**src/rtl/riscv_pkg.sv**
```systemverilog
// Shared RV64 fetch-side definitions: datapath widths, fetch FSM states, NOP encoding.
package riscv_pkg;

  localparam int unsigned XLEN   = 64;
  localparam int unsigned INST_W = 32;

  localparam logic [INST_W-1:0] NOP = 32'h0000_0013;

  typedef enum logic [1:0] {
    IDLE,
    REQ,
    WAIT,
    HOLD
  } fetch_state_e;

  function automatic logic [XLEN-1:0] align_word(input logic [XLEN-1:0] addr);
    return {addr[XLEN-1:2], 2'b00};
  endfunction

endpackage

```
**src/rtl/inst_fetch_unit.sv**
```systemverilog
// Single-outstanding instruction fetch unit: PC register, fetch FSM and a
// decoder-facing output register, with redirect and misaligned-target flagging.
module inst_fetch_unit
  import riscv_pkg::*;
#(
  parameter logic [XLEN-1:0] RESET_PC = 64'h0
) (
  input  logic              clk,
  input  logic              rst_n,
  input  logic              en,
  output logic              imem_req,
  output logic [XLEN-1:0]   imem_addr,
  input  logic              imem_ready,
  input  logic              imem_rvalid,
  input  logic [INST_W-1:0] imem_rdata,
  output logic              inst_valid,
  input  logic              inst_ready,
  output logic [INST_W-1:0] inst_out,
  output logic [XLEN-1:0]   inst_pc,
  input  logic              redirect_valid,
  input  logic [XLEN-1:0]   redirect_pc,
  output logic              misalign_err
);

  fetch_state_e      state_q, state_d;
  fetch_state_e      resume;
  logic [XLEN-1:0]   pc_q, pc_d;
  logic [XLEN-1:0]   inst_pc_q, inst_pc_d;
  logic [INST_W-1:0] inst_q, inst_d;
  logic              drop_q, drop_d;
  logic              valid_q, valid_d;
  logic              mis_q, mis_d;

  always_ff @(posedge clk or negedge rst_n) begin
    if (!rst_n) begin
      state_q   <= IDLE;
      pc_q      <= RESET_PC;
      drop_q    <= 1'b0;
      valid_q   <= 1'b0;
      inst_q    <= '0;
      inst_pc_q <= '0;
      mis_q     <= 1'b0;
    end else begin
      state_q   <= state_d;
      pc_q      <= pc_d;
      drop_q    <= drop_d;
      valid_q   <= valid_d;
      inst_q    <= inst_d;
      inst_pc_q <= inst_pc_d;
      mis_q     <= mis_d;
    end
  end

  always_comb begin
    state_d   = state_q;
    pc_d      = pc_q;
    drop_d    = drop_q;
    valid_d   = valid_q;
    inst_d    = inst_q;
    inst_pc_d = inst_pc_q;
    mis_d     = 1'b0;
    resume    = en ? REQ : IDLE;

    if (redirect_valid) begin
      pc_d    = align_word(redirect_pc);
      valid_d = 1'b0;
      mis_d   = |redirect_pc[1:0];
      drop_d  = 1'b0;
      state_d = resume;
      // A request still in flight must be drained before the new PC is fetched;
      // a response arriving in the redirect cycle itself is simply discarded.
      if ((state_q == WAIT && !imem_rvalid) || (state_q == REQ && imem_ready)) begin
        drop_d  = 1'b1;
        state_d = WAIT;
      end
    end else begin
      case (state_q)
        IDLE: if (en) state_d = REQ;
        REQ:  if (imem_ready) state_d = WAIT;
        WAIT: begin
          if (imem_rvalid) begin
            if (drop_q) begin
              drop_d  = 1'b0;
              state_d = resume;
            end else begin
              inst_d    = imem_rdata;
              inst_pc_d = pc_q;
              valid_d   = 1'b1;
              pc_d      = pc_q + XLEN'(4);
              state_d   = HOLD;
            end
          end
        end
        HOLD: begin
          if (inst_ready) begin
            valid_d = 1'b0;
            state_d = resume;
          end
        end
        default: state_d = IDLE;
      endcase
    end
  end

  assign imem_req     = (state_q == REQ);
  assign imem_addr    = pc_q;
  assign inst_valid   = valid_q;
  assign inst_out     = inst_q;
  assign inst_pc      = inst_pc_q;
  assign misalign_err = mis_q;

endmodule

```
**config.mk**
```make
export PLATFORM = sky130hd
export DESIGN_NAME = inst_fetch_unit
export DESIGN_NICKNAME = d
export VERILOG_FILES = /design/src/rtl/riscv_pkg.sv /design/src/rtl/inst_fetch_unit.sv
export SDC_FILE = /design/constraint.sdc
export NUM_CORES = 1
export LEC_CHECK = 0
export ABC_AREA = 1
export BUFFER_PORTS_ARGS = -buffer_cell sky130_fd_sc_hd__buf_2
export CORE_UTILIZATION = 51
export CTS_CLUSTER_DIAMETER = 60
export DETAILED_ROUTE_END_ITERATION = 16
export PLACE_DENSITY = 0.81
export SLEW_MARGIN = 40
export SYNTH_ARGS = -nofsm -noshare
export SYNTH_HDL_FRONTEND = slang
export SYNTH_SLANG_ARGS = --single-unit
```
**constraint.sdc**
```tcl
create_clock -name clk -period 3 [get_ports clk]
set_clock_uncertainty 0.2 [all_clocks]
set_input_delay 0.6 -clock clk [delete_from_list [all_inputs] [get_ports clk]]
set_output_delay 0.6 -clock clk [all_outputs]
set_load 0.1 [all_outputs]
```
==> flow_metrics.py, run 1 <==
metrics = {
    "clock_tree": {
        "ctsResizeCount": 0,
        "cts_made_buffers": 17,
        "cts_htree_levels": 4,
        "cts_root_buf": "clkbuf_16",
        "cts_sinks": 161,
        "clk_path_buf_depth": 2,
        "cts_tree": "done",
        "path_clk_slew_ns": 0.07,
        "clkLatencyLatePin_ns": 0.43,
    },
    "hold_path": {
        "min_to": "inst_out[1]$_DFFE_PN0P_",
        "worstHoldPathCells": 3,
        "hp-start": "imem_rdata[1]",
        "min_path_type": "primary input to flip-flop",
    },
    "global_route": {
        "grt_pass1_wl_um": 43300,
        "grt_max_degree": 74,
        "grt_pass1_vias": 8191,
        "antenna_found_initial": 0,
        "grt_use_met1": 0.456,
        "use_met3": 0.0590,
        "overflow": 0,
        "gr-usage-all-layers": 0.318,
        "grtUsageMet2": 0.488,
        "gr-max-usage-layer": "met2",
    },
    "logic_synthesis": {
        "netlist_area_um2": 8670,
        "yosys_warnings": 0,
        "netlist_instances": 1154,
        "yosys_register_bits": 161,
        "synth.distinct_cells": 42,
        "synth_edf_count": 0,
        "synth-main-ff-cell": "dfrtp_1",
        "async_flop_share": 1.00,
        "ys_seq_area_frac": 0.465,
        "avgSynthCellArea_um2": 7.52,
    },
    "worst_setup_path": {
        "start_kind": "flip-flop",
        "cpMostUsedCell": "nor2_4",
        "cp_data_required_time_ns": 3.14,
        "cp-end-kind": "flip-flop",
        "critPathSlowestCell": "buf_4",
        "rr_startpoint": "state_q[0]$_DFFE_PN0P_",
        "crit_arrival_ns": 2.53,
        "critPathMaxStageDelay_ns": 0.63,
        "cp_cell_sequence": "nor2_4 > nand3_4 > nor2_4 > buf_4 > nand2_1 > o211ai_1",
        "reg2reg_depth": 6,
        "criticalPathCategory": "flip-flop to flip-flop",
        "crit_path_start": "state_q[0]$_DFFE_PN0P_",
        "reg2reg_slack_ns": 0.61,
        "timing.rr.end": "imem_addr[54]$_DFFE_PN0P_",
        "worstPathMaxFanout": 73,
    },
    "cells_and_area": {
        "final_net_count": 1509,
        "antenna_cells": 0,
        "multi_input_area_um2": 4060,
        "layout-drive-gt1-share": 0.256,
        "regArea_um2": 4030,
        "final_util": 0.647,
        "area_growth_pct": 23.7,
        "fin_area_um2": 10700,
        "nFillCells": 1501,
    },
    "routing": {
        "first_pass_iters": 5,
        "totalWireLength_um": 27200,
        "ant_nets": 0,
        "routedWlPerCell_um": 16.6,
        "dr_total_vias": 8719,
        "drc_errors": 0,
        "drtIter0Drc": 786,
        "vias_per_cell": 5.32,
    },
    "power_and_ir_drop": {
        "ir_drop_mv": 0.926,
        "power_mw": 13.8,
        "p_leak_nw": 5.62,
        "power-per-cell-area_nw_per_um2": 1290,
    },
    "place": {
        "dp_hpwl_um": 20500,
        "place_congestion": 0.939,
        "io_buffers": 261,
        "dpl_cell_area_um2": 10100,
    },
    "timing": {
        "hold_slack_ns": 0.166,
        "drv_slew": 0,
        "fmax_ghz": 0.418,
        "maxSlewHeadroom": 0.468,
        "fin_crit_sh": 0.797,
        "period_needed_ns": 2.39,
        "setup_viol": 0,
        "fin_tns_setup_ns": 0,
        "tightestPinTransition_ns": 0.798,
        "rsz0062_at_grt": "no",
        "finalHoldViolCount": 0,
    },
    "run_status": {
        "status": "complete, no violations",
    },
    "flow_run": {
        "cap_violations": 0,
    },
    "die": {
        "core_area_um2": 16600,
        "initial_utilization": 0.523,
        "die_w_um": 132,
        "dieHeight_um": 132,
        "die_area_um2": 17500,
        "ios": 266,
        "placementRows": 47,
    },
}
where the power goes:
group	switching, mW	internal [mW]
sequential	0.613	2.93
clock	0.963	1.25
combinational	6.94	1.09
total	8.52	5.27
Yosys cell counts, types with 2 or more instances:
cell	instances	area, µm²
nand2_1	419	1570
dfrtp_1	161	4030
nor2_1	158	593
inv_1	75	282
nand3_1	62	310
o21ai_1	59	295
buf_2	23	115
o211ai_1	23	173
a22oi_1	22	165
o21ai_0	18	90.1
nor2_4	16	180
nand2_2	11	68.8
buf_6	10	113
nor2_2	10	62.6
a21oi_1	9	45.0
xor2_1	9	78.8
clkbuf_1	8	30.0
nand2_4	7	78.8
a31oi_1	5	31.3
inv_2	5	18.8
o21a_1	5	37.5
buf_4	4	30.0
nand4_1	4	25.0
nor3_1	4	20.0
o22ai_1	4	25.0
or2_1	4	25.0
buf_1	2	7.51
nor2_8	2	40.0
nor3b_1	2	15.0
how the worst max path moves through the flow:
stage,cells past startpoint,to
after floorplan,12,imem_addr[42]$_DFFE_PN0P_
after global placement,6,imem_addr[41]$_DFFE_PN0P_
after detailed placement,6,imem_addr[41]$_DFFE_PN0P_
after CTS,6,imem_addr[41]$_DFFE_PN0P_
after global routing,7,imem_addr[41]$_DFFE_PN0P_
final,6,imem_addr[54]$_DFFE_PN0P_
registers in the layout, indices dropped and copies added (netlist names):
signal / cells
inst_valid: 1
drop_q: 1
inst_pc: 62
imem_addr: 62
state_q: 2
misalign_err: 1
inst_out: 32
final cells by class:
| type | count | share of cell area |
|---|---|---|
| inverter | 81 | 0.0287 |
| sequential | 161 | 0.376 |
| tap | 220 | 0.0257 |
| multi-input combinational | 868 | 0.378 |
| clock inverter | 15 | 0.0157 |
| clock buffer | 17 | 0.0397 |
| timing repair buffer | 276 | 0.137 |
repair_timing:
item | in CTS | in global routing
hold endpoints to repair | 35 | 0
buffers inserted | 0 | 0
hold buffers | 1 | 0
routing by layer:
metal | share of wire | wire length [µm] | up-vias
met4 | 0.022 | 590 | 0
met5 | 0 | 0 | -
li1 | - | - | 4183
met1 | 0.45 | 12100 | 4052
met2 | 0.45 | 12400 | 436
met3 | 0.080 | 2170 | 48
per-stage QoR:
step	setup slack [ns]	cells
after floorplan	0.421	1157
after global placement	0.609	1605
after detailed placement	0.543	1605
after CTS	0.626	1638
after global routing	0.414	1638
final	0.608	1638
cells in the final DEF (no fill, tap or decap), drive strengths merged, types with 2 or more instances in the layout:
cell        n
clkbuf     17
a22oi      22
nand3      64
nand4       5
buf       275
nor2      186
or2         5
nand2     437
clkinvlp    2
o211ai     23
o21ai      77
dfrtp     161
xor2        9
a31oi       5
clkinv      4
nor3        4
conb        4
o21a        5
inv        88
a21oi       9
nor3b       2
bufinv      2
o22ai       4
cell families after synthesis:
logic type	after synthesis	share of synthesized area
AO/OA/AOI/OAI	148	0.102
XOR/XNOR	10	0.0101
adder cells (fa/ha/maj)	1	0.00144
buffers and inverters	128	0.0692
flip-flops	161	0.465
other	1	0.000432
AND/OR/NAND/NOR	705	0.352
worst max-delay path: cells and delay by family, from the launching register on:
family,cells,cell delay (ns)
compound gates,1,0.23
buf+inv,1,0.63
flops,1,0.44
simple gates,4,0.74
No activity file was read; power rests on OpenSTA's default activity.
==> run 2: changes to the inputs <==
- clock period: 3 -> 2.3 ns (I/O delays scaled with it)
==> flow_metrics.py, run 2 (same netlist as run 1, synthesis figures left out) <==
metrics = {
    "run_status": {
        "status": "complete, no violations",
    },
    "global_route": {
        "grt_pass1_wl_um": 44000,
        "gr-usage-all-layers": 0.323,
        "overflow": 0,
        "grt_max_degree": 64,
        "grt_pass1_vias": 8150,
        "antenna_found_initial": 0,
    },
    "clock_tree": {
        "path_clk_slew_ns": 0.06,
        "cts_sinks": 161,
        "cts_setup_buffers": 0,
        "cts_htree_levels": 4,
        "clk_path_buf_depth": 2,
        "cts_root_buf": "clkbuf_16",
        "cts_made_buffers": 17,
        "cts_tree": "done",
        "clkLatencyLatePin_ns": 0.43,
    },
    "die": {
        "ios": 266,
        "die_w_um": 132,
        "die_area_um2": 17500,
        "placementRows": 47,
        "core_area_um2": 16600,
        "initial_utilization": 0.523,
        "dieHeight_um": 132,
    },
    "timing": {
        "rsz0062_at_grt": "no",
        "period_needed_ns": 2.21,
        "tightestPinTransition_ns": 0.528,
        "setup_viol": 0,
        "timing.final.ws_setup_ns": 0.0870,
        "fin_crit_sh": 0.962,
        "maxSlewHeadroom": 0.650,
        "finalHoldViolCount": 0,
        "drv_slew": 0,
        "fmax_ghz": 0.452,
    },
    "cells_and_area": {
        "final_util": 0.655,
        "final_common_cell": "nand2_1",
        "layout-drive-gt1-share": 0.272,
        "final_net_count": 1527,
        "antenna_cells": 0,
        "fin_cells": 1656,
        "nFillCells": 1467,
        "area_growth_pct": 25.3,
        "final_cell_mix": "419 x nand2_1, 260 x buf_2, 158 x nor2_1",
    },
    "worst_setup_path": {
        "reg2reg_slack_ns": 0.25,
        "crit_arrival_ns": 1.55,
        "cp-end-kind": "output pin",
        "start_kind": "flip-flop",
        "criticalPathCategory": "flip-flop to output pin",
        "cp_data_required_time_ns": 1.64,
        "worstPathMaxFanout": 4,
    },
    "routing": {
        "ant_nets": 0,
        "drc_errors": 0,
        "vias_per_cell": 5.38,
        "dr_total_vias": 8914,
        "first_pass_iters": 7,
        "drtIter0Drc": 819,
        "totalWireLength_um": 27700,
        "routedWlPerCell_um": 16.7,
    },
    "power_and_ir_drop": {
        "p_leak_nw": 5.68,
        "power-per-cell-area_nw_per_um2": 1650,
        "ir_drop_mv": 1.22,
    },
    "place": {
        "pre_cts_slack_ns": 0.270,
        "dp_hpwl_um": 20900,
        "dp.cells": 1623,
        "io_buffers": 261,
        "place_congestion": 0.968,
    },
    "hold_path": {
        "min_path_type": "primary input to flip-flop",
    },
    "flow_run": {
        "cap_violations": 0,
    },
}
run 2: layout make-up:
type                    count  area (µm²)  share of cell area
repair buffers            294        1610               0.148
flip-flops and latches    161        4040               0.372
well taps                 220         275              0.0253
inverters                  81         308              0.0283
clock inverters            10         100             0.00921
clock buffers              22         474              0.0436
multi-input cells         868        4060               0.373
run 2: path summary, 6_finish.rpt:
kind	startpoint	end	cells after the start
min in group asynchronous	rst_n	inst_valid$_DFFE_PN0P_	2
hold reg to reg	inst_pc[37]$_DFFE_PN0P_	inst_pc[37]$_DFFE_PN0P_	2
hold / removal	imem_rdata[1]	inst_out[1]$_DFFE_PN0P_	3
max in group asynchronous	rst_n	inst_pc[39]$_DFFE_PN0P_	3
setup reg to reg	imem_addr[2]$_DFFE_PN0P_	imem_addr[60]$_DFFE_PN0P_	9
setup / recovery	state_q[1]$_DFFE_PN0P_	imem_req	4
run 2: routing by layer:
metal,global-route usage,share of wire,vias to the layer above
met3,0.0521,0.094,51
met5,0,0,-
met4,0.111,0.026,0
met1,0.465,0.43,4110
met2,0.497,0.45,529
li1,-,-,4224
run 2: power breakdown:
part,switching (mW),internal (mW)
Combinational,9.15,1.49
Sequential,0.700,3.83
Clock,1.17,1.59
Total,11.0,6.91
run 2: worst max-delay path: stages, from the launching register on:
cell	delay, ns
dfrtp_1	0.42
inv_2	0.11
nand2_1	0.09
inv_1	0.08
buf_2	0.42
run 2: repair_timing:
item	in CTS	in global routing
hold endpoints to repair	26	0
hold buffers	1	0
gates resized for setup	0	0
run 2: per-stage QoR:
| stage | hold WS, ns | power (mW) | setup TNS [ns] | cell area [µm²] |
|---|---|---|---|---|
| after floorplan | -0.0356 | 13.3 | -0.00970 | 8700 |
| after global placement | 0.162 | 15.1 | 0 | 10300 |
| after detailed placement | 0.164 | 15.2 | 0 | 10300 |
| after CTS | 0.0199 | 18.0 | 0 | 10900 |
| after global routing | 0.0316 | 18.6 | 0 | 10900 |
| final | 0.0355 | 17.9 | 0 | 10900 |
==> run 3: changes to the inputs <==
- clock period: 2.3 -> 2.4 ns (I/O delays scaled with it)
==> flow_metrics.py, run 3 (same netlist as run 1, synthesis figures left out) <==
metrics = {
    "place": {
        "io_buffers": 261,
        "dp_hpwl_um": 21000,
        "place_congestion": 0.944,
        "dp.cells": 1623,
    },
    "hold_path": {
        "min_path_type": "primary input to flip-flop",
        "hp-start": "imem_rdata[19]",
    },
    "cells_and_area": {
        "final_common_cell": "nand2_1",
        "final_net_count": 1527,
        "layout-drive-gt1-share": 0.267,
        "area_growth_pct": 26.0,
        "nFillCells": 1529,
        "final_cell_mix": "419 x nand2_1, 260 x buf_2, 159 x dfrtp_1",
        "fin_cells": 1658,
    },
    "routing": {
        "routedWlPerCell_um": 16.7,
        "first_pass_iters": 5,
        "vias_per_cell": 5.33,
        "drc_errors": 0,
        "ant_nets": 0,
        "dr_total_vias": 8844,
        "totalWireLength_um": 27800,
        "drtIter0Drc": 843,
    },
    "worst_setup_path": {
        "crit_path_start": "state_q[1]$_DFFE_PN0P_",
        "cp-end-kind": "output pin",
        "cp_data_required_time_ns": 1.72,
        "worstPathMaxFanout": 4,
        "criticalPathCategory": "flip-flop to output pin",
        "crit_arrival_ns": 1.55,
        "start_kind": "flip-flop",
        "rr_startpoint": "state_q[0]$_DFFE_PN0P_",
    },
    "die": {
        "die_w_um": 132,
        "placementRows": 47,
        "core_area_um2": 16600,
        "initial_utilization": 0.523,
        "die_area_um2": 17500,
        "ios": 266,
        "dieHeight_um": 132,
    },
    "clock_tree": {
        "cts_sinks": 161,
        "cts_htree_levels": 4,
        "ctsResizeCount": 0,
        "cts_made_buffers": 17,
        "cts_root_buf": "clkbuf_16",
        "cts_tree": "done",
        "clk_path_buf_depth": 2,
        "cts_setup_buffers": 0,
        "clkLatencyLatePin_ns": 0.43,
        "path_clk_slew_ns": 0.07,
    },
    "power_and_ir_drop": {
        "p_leak_nw": 5.72,
        "power-per-cell-area_nw_per_um2": 1580,
        "ir_drop_mv": 1.30,
        "power_mw": 17.3,
    },
    "global_route": {
        "gr-usage-all-layers": 0.326,
        "grt_max_degree": 67,
        "grt_pass1_wl_um": 44300,
        "grt_pass1_vias": 8402,
        "antenna_found_initial": 2,
        "overflow": 0,
    },
    "timing": {
        "finalHoldViolCount": 0,
        "rsz0062_at_grt": "no",
        "period_needed_ns": 2.23,
        "tightestPinTransition_ns": 0.566,
        "fin_tns_setup_ns": 0,
        "fmax_ghz": 0.448,
        "setup_viol": 0,
        "maxSlewHeadroom": 0.626,
        "drv_slew": 0,
        "fin_crit_sh": 0.931,
    },
    "run_status": {
        "status": "complete, no violations",
    },
    "flow_run": {
        "cap_violations": 0,
    },
}
## run 3: per-layer routing
layer	track usage	part of all wire	wire length (µm)
met1	0.456	0.43	12000
met2	0.504	0.45	12600
met3	0.0678	0.088	2450
met4	0.117	0.024	658
met5	0	0	0
## run 3: timing repair
| action | in CTS | in global routing |
|---|---|---|
| hold endpoints to repair | 46 | 0 |
| setup endpoints to repair | 0 | 0 |
| hold buffers | 1 | 0 |
## run 3: layout make-up
| type | instances | area [µm²] | share of cell area |
|---|---|---|---|
| Antenna cell | 2 | 5.00 | 0.000458 |
| Timing Repair Buffer | 294 | 1660 | 0.152 |
| Inverter | 81 | 308 | 0.0282 |
| Clock inverter | 14 | 154 | 0.0141 |
| Sequential cell | 161 | 4030 | 0.369 |
| Tap cell | 220 | 275 | 0.0252 |
| Clock buffer | 18 | 439 | 0.0402 |
| Multi-Input combinational cell | 868 | 4060 | 0.371 |
## run 3: power breakdown
part | internal, mW | total [mW] | leakage (nW) | switching [mW]
logic | 1.43 | 10.2 | 3.46 | 8.73
clock network | 1.58 | 2.76 | 0.283 | 1.19
registers | 3.67 | 4.40 | 1.98 | 0.732
total | 6.67 | 17.3 | 5.72 | 10.6
## run 3: worst max-delay path: stages (launching register included)
cell and delay [ns]:
dfrtp_1 0.42, inv_2 0.11, nand2_1 0.09, inv_1 0.08, buf_2 0.42
## run 3: final timing paths
| check | slack [ns] | cells after the start | end |
|---|---|---|---|
| max | 0.17 | 4 | imem_req |
| min | 0.05 | 3 | inst_out[19]$_DFFE_PN0P_ |
| max reg2reg | 0.32 | 6 | imem_addr[58]$_DFFE_PN0P_ |
| min reg2reg | 0.27 | 2 | inst_out[11]$_DFFE_PN0P_ |
| max in group asynchronous | 1.01 | 3 | imem_addr[32]$_DFFE_PN0P_ |
| min in group asynchronous | 0.37 | 2 | state_q[0]$_DFFE_PN0P_ |
## run 3: per-stage QoR
step	util	setup WS [ns]	hold WS [ns]	area (µm²)
5_1_grt	0.659	0.0534	0.0497	10900
3_3_place_gp	0.622	0.405	0.250	10300
3_5_place_dp	0.622	0.343	0.253	10300
2_1_floorplan	-	0.0208	-0.0156	8690
6_report	0.659	0.166	0.0464	10900
4_1_cts	0.659	0.161	0.0390	10900
